$ cat src/rtl/aux_pkg.sv
// Shared types for the input-conditioning blocks.
//   debounce_state_t : qualification FSM state of debounce_filter
package aux_pkg;

  typedef enum logic {
    ST_STABLE,
    ST_QUALIFY
  } debounce_state_t;

endpackage

$ cat src/rtl/sync_chain.sv
// Multi-flop synchroniser for a single asynchronous bit.
// Ports:
//   i_clk   : destination clock
//   i_rst_n : asynchronous active-low reset, every stage loads RESET_VALUE
//   i_data  : asynchronous input
//   o_data  : synchronised output (last stage)
module sync_chain #(
  parameter int unsigned STAGES      = 2,
  parameter logic        RESET_VALUE = 1'b0
) (
  input  logic i_clk,
  input  logic i_rst_n,
  input  logic i_data,
  output logic o_data
);

  logic [STAGES-1:0] stages_q;

  always_ff @(posedge i_clk or negedge i_rst_n) begin
    if (!i_rst_n) begin
      stages_q <= {STAGES{RESET_VALUE}};
    end else begin
      stages_q <= {stages_q[STAGES-2:0], i_data};
    end
  end

  assign o_data = stages_q[STAGES-1];

endmodule

$ cat src/rtl/debounce_filter.sv
// Debounces an asynchronous single-bit input: synchronises it, then accepts a
// new level only after DEBOUNCE_CYCLES consecutive synchronised samples of it.
// Ports:
//   i_clk   : clock, rising edge
//   i_rst_n : asynchronous active-low reset
//   i_data  : raw asynchronous input, may glitch
//   o_data  : debounced level (registered, resets to RESET_VALUE)
//   o_rise  : one-cycle pulse on an accepted 0->1 transition (registered)
//   o_fall  : one-cycle pulse on an accepted 1->0 transition (registered)
//   o_busy  : high while a candidate level is being qualified
module debounce_filter #(
  parameter int unsigned SYNC_STAGES     = 2,
  parameter int unsigned DEBOUNCE_CYCLES = 1000,
  parameter logic        RESET_VALUE     = 1'b0
) (
  input  logic i_clk,
  input  logic i_rst_n,
  input  logic i_data,
  output logic o_data,
  output logic o_rise,
  output logic o_fall,
  output logic o_busy
);

  import aux_pkg::*;

  localparam int unsigned     CntW    = $clog2(DEBOUNCE_CYCLES + 1);
  // Counter value on the edge before acceptance: cnt+1 == DEBOUNCE_CYCLES.
  localparam logic [CntW-1:0] CntLast = CntW'(DEBOUNCE_CYCLES - 1);

  if (SYNC_STAGES < 2) begin : gen_bad_sync_stages
    $fatal(1, "debounce_filter: SYNC_STAGES must be >= 2");
  end
  if (DEBOUNCE_CYCLES < 1) begin : gen_bad_debounce_cycles
    $fatal(1, "debounce_filter: DEBOUNCE_CYCLES must be >= 1");
  end

  logic            sync;
  debounce_state_t state_q;
  logic [CntW-1:0] cnt_q;
  logic            data_q;
  logic            rise_q;
  logic            fall_q;

  sync_chain #(
    .STAGES     (SYNC_STAGES),
    .RESET_VALUE(RESET_VALUE)
  ) u_sync_chain (
    .i_clk  (i_clk),
    .i_rst_n(i_rst_n),
    .i_data (i_data),
    .o_data (sync)
  );

  always_ff @(posedge i_clk or negedge i_rst_n) begin
    if (!i_rst_n) begin
      state_q <= ST_STABLE;
      cnt_q   <= '0;
      data_q  <= RESET_VALUE;
      rise_q  <= 1'b0;
      fall_q  <= 1'b0;
    end else begin
      rise_q <= 1'b0;
      fall_q <= 1'b0;
      unique case (state_q)
        ST_STABLE: begin
          if (sync != data_q) begin
            if (DEBOUNCE_CYCLES == 1) begin
              // Single-sample qualification: accept on the first differing edge.
              data_q <= sync;
              rise_q <= sync;
              fall_q <= ~sync;
            end else begin
              cnt_q   <= CntW'(1);
              state_q <= ST_QUALIFY;
            end
          end
        end
        ST_QUALIFY: begin
          if (sync == data_q) begin
            // Returned to the current level: discard the candidate.
            cnt_q   <= '0;
            state_q <= ST_STABLE;
          end else if (cnt_q == CntLast) begin
            data_q  <= sync;
            rise_q  <= sync;
            fall_q  <= ~sync;
            cnt_q   <= '0;
            state_q <= ST_STABLE;
          end else begin
            cnt_q <= cnt_q + CntW'(1);
          end
        end
        default: begin
          cnt_q   <= '0;
          state_q <= ST_STABLE;
        end
      endcase
    end
  end

  assign o_data = data_q;
  assign o_rise = rise_q;
  assign o_fall = fall_q;
  assign o_busy = (state_q == ST_QUALIFY);

endmodule

$ cat config.mk
export PLATFORM = sky130hd
export DESIGN_NAME = debounce_filter
export DESIGN_NICKNAME = d
export VERILOG_FILES = /design/src/rtl/aux_pkg.sv /design/src/rtl/sync_chain.sv /design/src/rtl/debounce_filter.sv
export SDC_FILE = /design/constraint.sdc
export NUM_CORES = 1
export LEC_CHECK = 0
export BUFFER_PORTS_ARGS = -buffer_cell sky130_fd_sc_hd__buf_4
export CORE_MARGIN = 2
export CORE_UTILIZATION = 25
export CTS_CLUSTER_SIZE = 14
export DETAILED_ROUTE_END_ITERATION = 6
export PLACE_DENSITY_LB_ADDON = 0.3
export SLEW_MARGIN = 40
export SYNTH_ARGS = -nofsm -noshare
export SYNTH_HDL_FRONTEND = slang
export SYNTH_SLANG_ARGS = --single-unit
$ cat constraint.sdc
create_clock -name i_clk -period 3.7 [get_ports i_clk]
set_input_delay 0.37 -clock i_clk [delete_from_list [all_inputs] [get_ports i_clk]]
set_output_delay 0.37 -clock i_clk [all_outputs]
set_load 0.005 [all_outputs]
======== Word level (Yosys, flattened, before mapping) ========
Index checks and enable logic that the tools add are counted.
storage, ports and cells
  logic and storage cells ................. 29
  output and inout bits ................... 4
  register bits after elaboration ......... 16
  input port bits ......................... 3
operators by class
  bitwise gates (word level) .............. 3
  equality and inequality tests ........... 4
  add/subtract/negate cells ............... 1
  multiplexer cells ....................... 14
  reductions and logical operators ........ 1
operators with widths
  operator               count
  $mux 10                3
  $pmux 10 s2            1
  $add 10x1->10 const B  1
  $eq 10x10->1 const B   1
  $mux 1                 9
  $not 1->1              3
  $reduce_and 3->1       1
  $ne 2x2->1 const B     1
  $pmux 1 s2             1
  $eq 1x1->1             1
  $ne 1x1->1             1

======== Depth between registers and ports, before layout ========
Gate-level depths: netlist of the first run.
  word-level depth ........................ 4
  mapped depth ............................ 5
  depth with buffers taken out ............ 5

======== Cells and area by module ========
Synthesis of the first run repeated with hierarchy kept, for this count alone.
unflattened totals
  cells, all modules ...................... 71
  area total of the unflattened synthesis .. 765.7 um^2
modules (own cells, without submodules)
  module           cells an instance  area each (um^2)  times used  seq. area each (um^2)
  debounce_filter  69                 715.7             1           350.3
  sync_chain       2                  50.0              1           50.0

======== Worst setup path before layout of the first run ========
No wires, ideal clock.
  path type ............................... reg2reg
  from .................................... reg cnt_q[0]
  to ...................................... reg cnt_q[8]
  clock period less this slack ............ 1.469 ns
  setup time .............................. 0.126 ns
  cell stages (with the launch flop) ...... 6
  arrival ................................. 1.343 ns
  setup slack ............................. 2.231 ns
  data required time ...................... 3.574 ns
  buffers on the path ..................... 0
  cell sequence ........................... dfrtp_1 -> ha_1 -> nand4b_1 -> nor3_4 -> nor2_1 -> a221o_1
between the ends
  longest elaborated chain between the ends .. 4
  elaborated cells on any way between the ends .. 5
  classes of those cells .................. add/sub: 1; eq/ne: 1; mux: 3
RTL lines
  element                                               line                                          source
  start, declared                                       debounce_filter.sv:40                         logic [CntW-1:0] cnt_q;
  start signal, assigned                                debounce_filter.sv:74                         cnt_q <= CntW'(1);
  start signal, assigned                                debounce_filter.sv:91                         cnt_q <= cnt_q + CntW'(1);
  $add 10x1->10 / $eq 10x10->1 (equally long branches)  debounce_filter.sv:91, debounce_filter.sv:84
  $mux 10 (*)                                           debounce_filter.sv:84                         end else if (cnt_q == CntLast) begin
  $mux 10 (*)                                           debounce_filter.sv:80                         if (sync == data_q) begin
  $pmux 10 s2 (*)                                       debounce_filter.sv:65                         unique case (state_q)
Every way passes the cells marked *; elsewhere a longest branch is shown, timed or not.
A chain may end at the register's enable or synchronous reset.

======== Final worst setup path of the first run ========
Same ends and word-level chain as after synthesis.

==> results.py, run 1 <==
metrics = {
    "grt": {
        "overflow": 0,
        "grt_max_degree": 17,
        "antenna_found_initial": 0,
        "grt_pass1_vias": 576,
        "track_usage_pct": 10.41,
        "grt_pass1_wl_mm": 2.822,
    },
    "timing": {
        "period_share_pct": 44.70,
        "setup_viol": 0,
        "drv_slew": 0,
        "max_freq_mhz": 604.7,
        "grt_setup_unrepaired": "false",
        "skew_ps": 0.6818,
        "period_minus_slack_ps": 1654,
        "relSlewSlack_pct": 72.07,
        "hold_viol": 0,
        "tightest_slew_ps": 418.6,
        "setup_tns_ps": 0,
    },
    "setup_path": {
        "startpoint": "cnt_q[0]",
        "arrival_ps": 1830,
        "cp-start-kind": "flip-flop",
        "r2r_setup_slack_ps": 2050,
        "end_kind": "flip-flop",
        "crit_fanout": 7,
        "worstSetupPathType": "flip-flop to flip-flop",
        "r2r-start": "cnt_q[0]",
        "critPathRequiredTime_ps": 3880,
    },
    "power_and_ir_drop": {
        "p_int_mw": 0.2501,
        "p_sw_mw": 0.07624,
        "finalPower_mw": 0.3264,
        "power.leakage_nw": 0.4312,
        "swShare_pct": 23.36,
        "peakVddDrop_mv": 0.07532,
        "p_per_area_nw_per_um2": 348.2,
        "seq_power_share_pct": 57.1,
        "p_comb_share_pct": 7.1,
        "clockPowerShare_pct": 35.7,
    },
    "cts": {
        "clock_latency_ps": 290,
        "cts_resized": 0,
        "cts_max_level": 1,
        "clock_path_buffers": 2,
        "hold_buffers": 1,
        "cts_tree": "built",
        "path_clk_slew_ps": 90,
        "clock_sinks": 16,
        "post_cts_buffers": 0,
        "numCtsBuffers": 3,
        "cts_root_buf": "clkbuf_4",
    },
    "detailed_routing": {
        "wirelength_mm": 1.564,
        "drtPass1Iterations": 4,
        "postRouteAntennaNets": 0,
        "avgViaCountPerCell": 4.880,
        "vias": 610,
        "route.detailed.drc": 0,
        "wl_per_cell_um": 12.51,
        "drtIter0Drc": 17,
    },
    "layout": {
        "insertedDiodeCount": 0,
        "design_area_sq_um": 937.1,
        "mostFrequentLayoutCells": "dfrtp_1, buf_4, nor2_1",
        "post-route-util_pct": 30.70,
        "drive_above_1_share_pct": 20.99,
        "layout_commonest_cell": "dfrtp_1",
        "fillers": 322,
        "fin_nets": 86,
        "areaGrowthSynthToFinish_pct": 17.03,
    },
    "floorplan": {
        "num_rows": 20,
        "initial_core_util_pct": 26.23,
        "coreArea_sq_um": 3053,
        "die_h_um": 60.60,
        "chipWidth_um": 60.60,
        "ios": 7,
        "die_area_sq_um": 3672,
    },
    "job": {
        "cap_violations": 0,
    },
    "status": {
        "status": "finished, final reports clean",
    },
    "yosys": {
        "synthesis.nets": 76,
        "avgSynthCellArea_sq_um": 11.12,
        "syn_inst": 72,
        "ys_ff_latch": 16,
        "synth_area_sq_um": 800.8,
        "yosysSeqAreaShare_pct": 50.00,
        "yosys.cell_types.count": 35,
        "yosysWarningCount": 0,
    },
    "placement": {
        "placed_area_sq_um": 890.9,
        "portBuffers": 6,
        "place_congestion": 0.7906,
        "dp_hpwl_mm": 1.048,
    },
    "min_path": {
        "hp-class": "primary input to flip-flop",
        "hp-start": "i_data",
    },
}
==> registers in the layout (all words and copies together), names as in the netlist <==
name / flops
o_rise: 1
o_data: 1
o_busy: 1
u_sync_chain.stages_q: 2
o_fall: 1
cnt_q: 10
==> power groups by stage <==
stage / clock [mW] / combinational (mW) / sequential [mW]
after floorplan: 0 / 0.0154 / 0.188
after global placement: 0 / 0.0233 / 0.190
after detailed placement: 0 / 0.0231 / 0.190
after CTS: 0.121 / 0.0239 / 0.186
after global routing: 0.134 / 0.0271 / 0.188
final: 0.117 / 0.0233 / 0.186
==> Yosys cell counts <==
cell type   n  area share [%]
o22a_1      1             1.1
a221o_1     1             1.3
dfrtp_1    16              50
nor2_1      5             2.3
nand4_1     1            0.78
buf_2       1            0.62
nand4b_1    1             1.1
nand2_4     1             1.4
nand4_2     1             1.6
xor2_2      1             2.0
o31ai_1     2             1.9
and2_1      3             2.3
o2111ai_1   1             1.1
and3_1      2             1.6
o311a_1     1             1.3
clkbuf_2    1            0.62
mux2_2      1             1.4
o21ai_0     2             1.3
a21o_1      2             1.9
or2_2       1            0.78
ha_1        1             1.6
o21a_1      1            0.94
nor4bb_1    1             1.3
nand2_1     4             1.9
a31oi_1     1            0.78
o32a_1      1             1.3
nand3_1     4             2.5
nor3_4      1             2.0
and2_2      1            0.94
xnor2_1     1             1.1
a211o_1     1             1.1
inv_1       1            0.47
a22o_1      3             3.3
nor3_1      3             1.9
nor3b_1     3             2.8
==> cells by family (layout without fill, tap and decap cells) <==
family | after synthesis | count (layout) | synth area share, %
AND/OR/NAND/NOR | 32 | 32 | 25.16
flip-flops | 16 | 16 | 50.00
buffers and inverters | 3 | 12 | 1.717
adder cells (fa/ha/maj) | 1 | 1 | 1.562
XOR/XNOR | 2 | 2 | 3.126
multiplexers | 1 | 1 | 1.406
AO/OA/AOI/OAI | 17 | 17 | 17.03
==> layer usage <==
metal	routed length, um	vias up	part of all wire [%]	GRT usage, %
met5	0	-	0	0
met4	40	0	2.6	6.522
met3	63	5	4.0	1.919
met2	727	16	46	14.13
met1	732	294	47	15.10
li1	-	295	-	-
==> through the flow <==
| stage | hold slack [ps] | instances | setup WS, ps |
|---|---|---|---|
| global placement | 239.4 | 120 | 2106 |
| floorplan | 74.41 | 72 | 2231 |
| finish | 181.3 | 125 | 2046 |
| detailed placement | 244.7 | 120 | 2076 |
| global route | 149.3 | 125 | 1927 |
| CTS | 170.1 | 125 | 2041 |
==> worst paths after layout <==
check | to | cells past startpoint
max reg2reg | cnt_q[8] | 5
min reg2reg | u_sync_chain.stages_q[1] | 0
min in group asynchronous | u_sync_chain.stages_q[0] | 2
max | cnt_q[8] | 5
max in group asynchronous | cnt_q[6] | 2
min | u_sync_chain.stages_q[0] | 1
==> final cells by class <==
cell class | count | area [sq um] | share of cell area, %
Sequential cell | 16 | 400.4 | 42.72
Multi-Input combinational cell | 53 | 386.6 | 41.26
Timing Repair Buffer | 7 | 55.05 | 5.874
Tap cell | 44 | 55.05 | 5.874
Clock buffer | 4 | 36.28 | 3.872
Inverter | 1 | 3.754 | 0.4005
==> critical path, stage by stage, from the launching register on <==
cell	delay, ps
dfrtp_1	400
ha_1	210
nand4b_1	180
nor3_4	280
nor2_1	150
a221o_1	320
Note: power is estimated with default switching activity, not from simulation.
==> run 2: changes to the inputs <==
==> constraint.sdc (replaced) <==
create_clock -name i_clk -period 1.4 [get_ports i_clk]
set_input_delay 0.14 -clock i_clk [delete_from_list [all_inputs] [get_ports i_clk]]
set_output_delay 0.14 -clock i_clk [all_outputs]
set_load 0.005 [all_outputs]
==> results.py, run 2 (same netlist as run 1, synthesis figures left out) <==
metrics = {
    "layout": {
        "largest_reg_flops": 10,
        "fin_nets": 106,
        "top_register": "cnt_q",
        "reg_top3": "cnt_q (10), u_sync_chain.stages_q (2)",
        "areaGrowthSynthToFinish_pct": 43.75,
        "mostFrequentLayoutCells": "buf_4, dfrtp_1, nor2_1, nand3_1",
        "drive_above_1_share_pct": 42.57,
        "layout_commonest_cell": "buf_4",
        "insertedDiodeCount": 0,
        "fillers": 311,
        "design_area_sq_um": 1151,
    },
    "floorplan": {
        "die_h_um": 60.60,
        "die_area_sq_um": 3672,
        "num_rows": 20,
        "chipWidth_um": 60.60,
        "ios": 7,
        "initial_core_util_pct": 26.23,
        "coreArea_sq_um": 3053,
    },
    "power_and_ir_drop": {
        "p_per_area_nw_per_um2": 792.1,
        "power.leakage_nw": 0.5517,
        "finalPower_mw": 0.9118,
        "peakVddDrop_mv": 0.2517,
    },
    "detailed_routing": {
        "route.detailed.drc": 0,
        "wirelength_mm": 1.890,
        "vias": 682,
        "wl_per_cell_um": 13.03,
        "drtIter0Drc": 26,
        "drtPass1Iterations": 4,
        "postRouteAntennaNets": 0,
        "avgViaCountPerCell": 4.703,
    },
    "setup_path": {
        "r2r_setup_slack_ps": -140,
        "crit_slowest_cell": "dfrtp_1",
        "worstSetupPathType": "flip-flop to flip-flop",
        "path_cells": "ha_2 -> nand4b_1 -> nor3_4 -> buf_6 -> nand2_4 -> mux2_2",
        "cp-endpoint": "o_data",
        "r2r.worst_path.cells": 6,
        "critPathRequiredTime_ps": 1600,
        "arrival_ps": 1740,
        "startpoint": "cnt_q[0]",
        "worstReg2RegEnd": "o_data",
        "cp-start-kind": "flip-flop",
        "slowest_delay_ps": 370,
        "r2r-start": "cnt_q[0]",
        "end_kind": "flip-flop",
        "crit_fanout": 4,
    },
    "placement": {
        "portBuffers": 6,
        "place_congestion": 0.8069,
        "dp_hpwl_mm": 1.335,
        "placed_area_sq_um": 1018,
    },
    "grt": {
        "track_usage_pct": 12.16,
        "grt_pass1_vias": 713,
        "antenna_found_initial": 0,
        "grt_max_degree": 17,
        "grt_pass1_wl_mm": 3.215,
        "overflow": 0,
    },
    "timing": {
        "period_share_pct": 110.0,
        "timing.final.ws_setup_ps": -140.5,
        "tightest_slew_ps": 357.1,
        "period_minus_slack_ps": 1541,
        "setup_viol": 13,
        "relSlewSlack_pct": 76.20,
        "skew_ps": 2.195,
        "grt_setup_unrepaired": "true",
        "max_freq_mhz": 649.1,
        "drv_slew": 0,
        "hold_viol": 0,
    },
    "job": {
        "cap_violations": 0,
    },
    "cts": {
        "clock_sinks": 16,
        "cts_root_buf": "clkbuf_4",
        "numCtsBuffers": 3,
        "path_clk_slew_ps": 100,
        "cts_tree": "built",
        "clock_latency_ps": 300,
        "clock_path_buffers": 2,
        "cts_max_level": 1,
    },
    "status": {
        "status": "finished with violations",
        "violations": "negative setup slack",
    },
    "min_path": {
        "hp-class": "primary input to async pin",
    },
}
[run 2: changes by cell type in the layout (fill, tap and decap cells not counted), sizes merged]
cell | previous run | this run
buf | 6 | 25
dlygate4sd3 | 1 | 2
[run 2: what timing repair did]
| item | CTS | global route |
|---|---|---|
| resized for setup | 6 | 7 |
| setup endpoints to repair | 12 | 14 |
| setup buffers | 3 | 0 |
| hold buffers | 2 | 0 |
| hold endpoints to repair | 17 | 0 |
| pin swaps | 7 | 5 |
[run 2: through the flow]
stage / hold slack, ps / setup TNS [ps] / instances / utilization (%) / setup WS (ps)
final: 228.1 / -806.1 / 145 / 37.70 / -140.5
after global routing: 247.2 / -1743 / 145 / 37.70 / -207.4
after CTS: 230.5 / -1056 / 145 / 36.43 / -148.4
after detailed placement: 14.25 / -875.1 / 137 / 33.36 / -154.2
after global placement: 9.364 / -263.9 / 137 / 33.36 / -76.32
after floorplan: -155.6 / -144.6 / 72 / - / -68.85
[run 2: area by class of cell]
| cell class | instances | area, sq um | share of cell area (%) |
|---|---|---|---|
| Multi-Input combinational cell | 53 | 436.7 | 37.93 |
| Sequential cell | 16 | 400.4 | 34.78 |
| Timing Repair Buffer | 27 | 219.0 | 19.02 |
| Tap cell | 44 | 55.05 | 4.783 |
| Clock buffer | 4 | 36.28 | 3.152 |
| Inverter | 1 | 3.754 | 0.3261 |
[run 2: report_power, final]
group | switching, mW | internal (mW) | total, mW
Combinational | 0.0481 | 0.0497 | 0.0978
Sequential | 0.0151 | 0.476 | 0.491
Clock | 0.164 | 0.159 | 0.323
[run 2: worst min-delay path by stage]
| stage | endpoint | from | depth (start not counted) |
|---|---|---|---|
| final | u_sync_chain.stages_q[0] | i_rst_n | 2 |
| after global routing | u_sync_chain.stages_q[0] | i_rst_n | 2 |
| after CTS | u_sync_chain.stages_q[0] | i_rst_n | 2 |
| after detailed placement | o_data | i_rst_n | 1 |
| after global placement | u_sync_chain.stages_q[0] | i_rst_n | 1 |
| after floorplan | cnt_q[0] | i_rst_n | 0 |
[run 2: critical path, delay by kind of cell, from the launching register on]
family | cells | cell delay (ps)
DFF | 1 | 370
muxes | 1 | 280
and+or+nand+nor | 3 | 440
adders and majority gates | 1 | 200
buffers and inverters | 1 | 150
[run 2: layer usage]
layer / share of wire, % / track usage [%] / vias up
met5: 0 / 0 / -
met4: 3.8 / 8.696 / 0
met1: 43 / 14.27 / 325
li1: - / - / 330
met3: 3.1 / 1.706 / 9
met2: 50 / 20.28 / 18
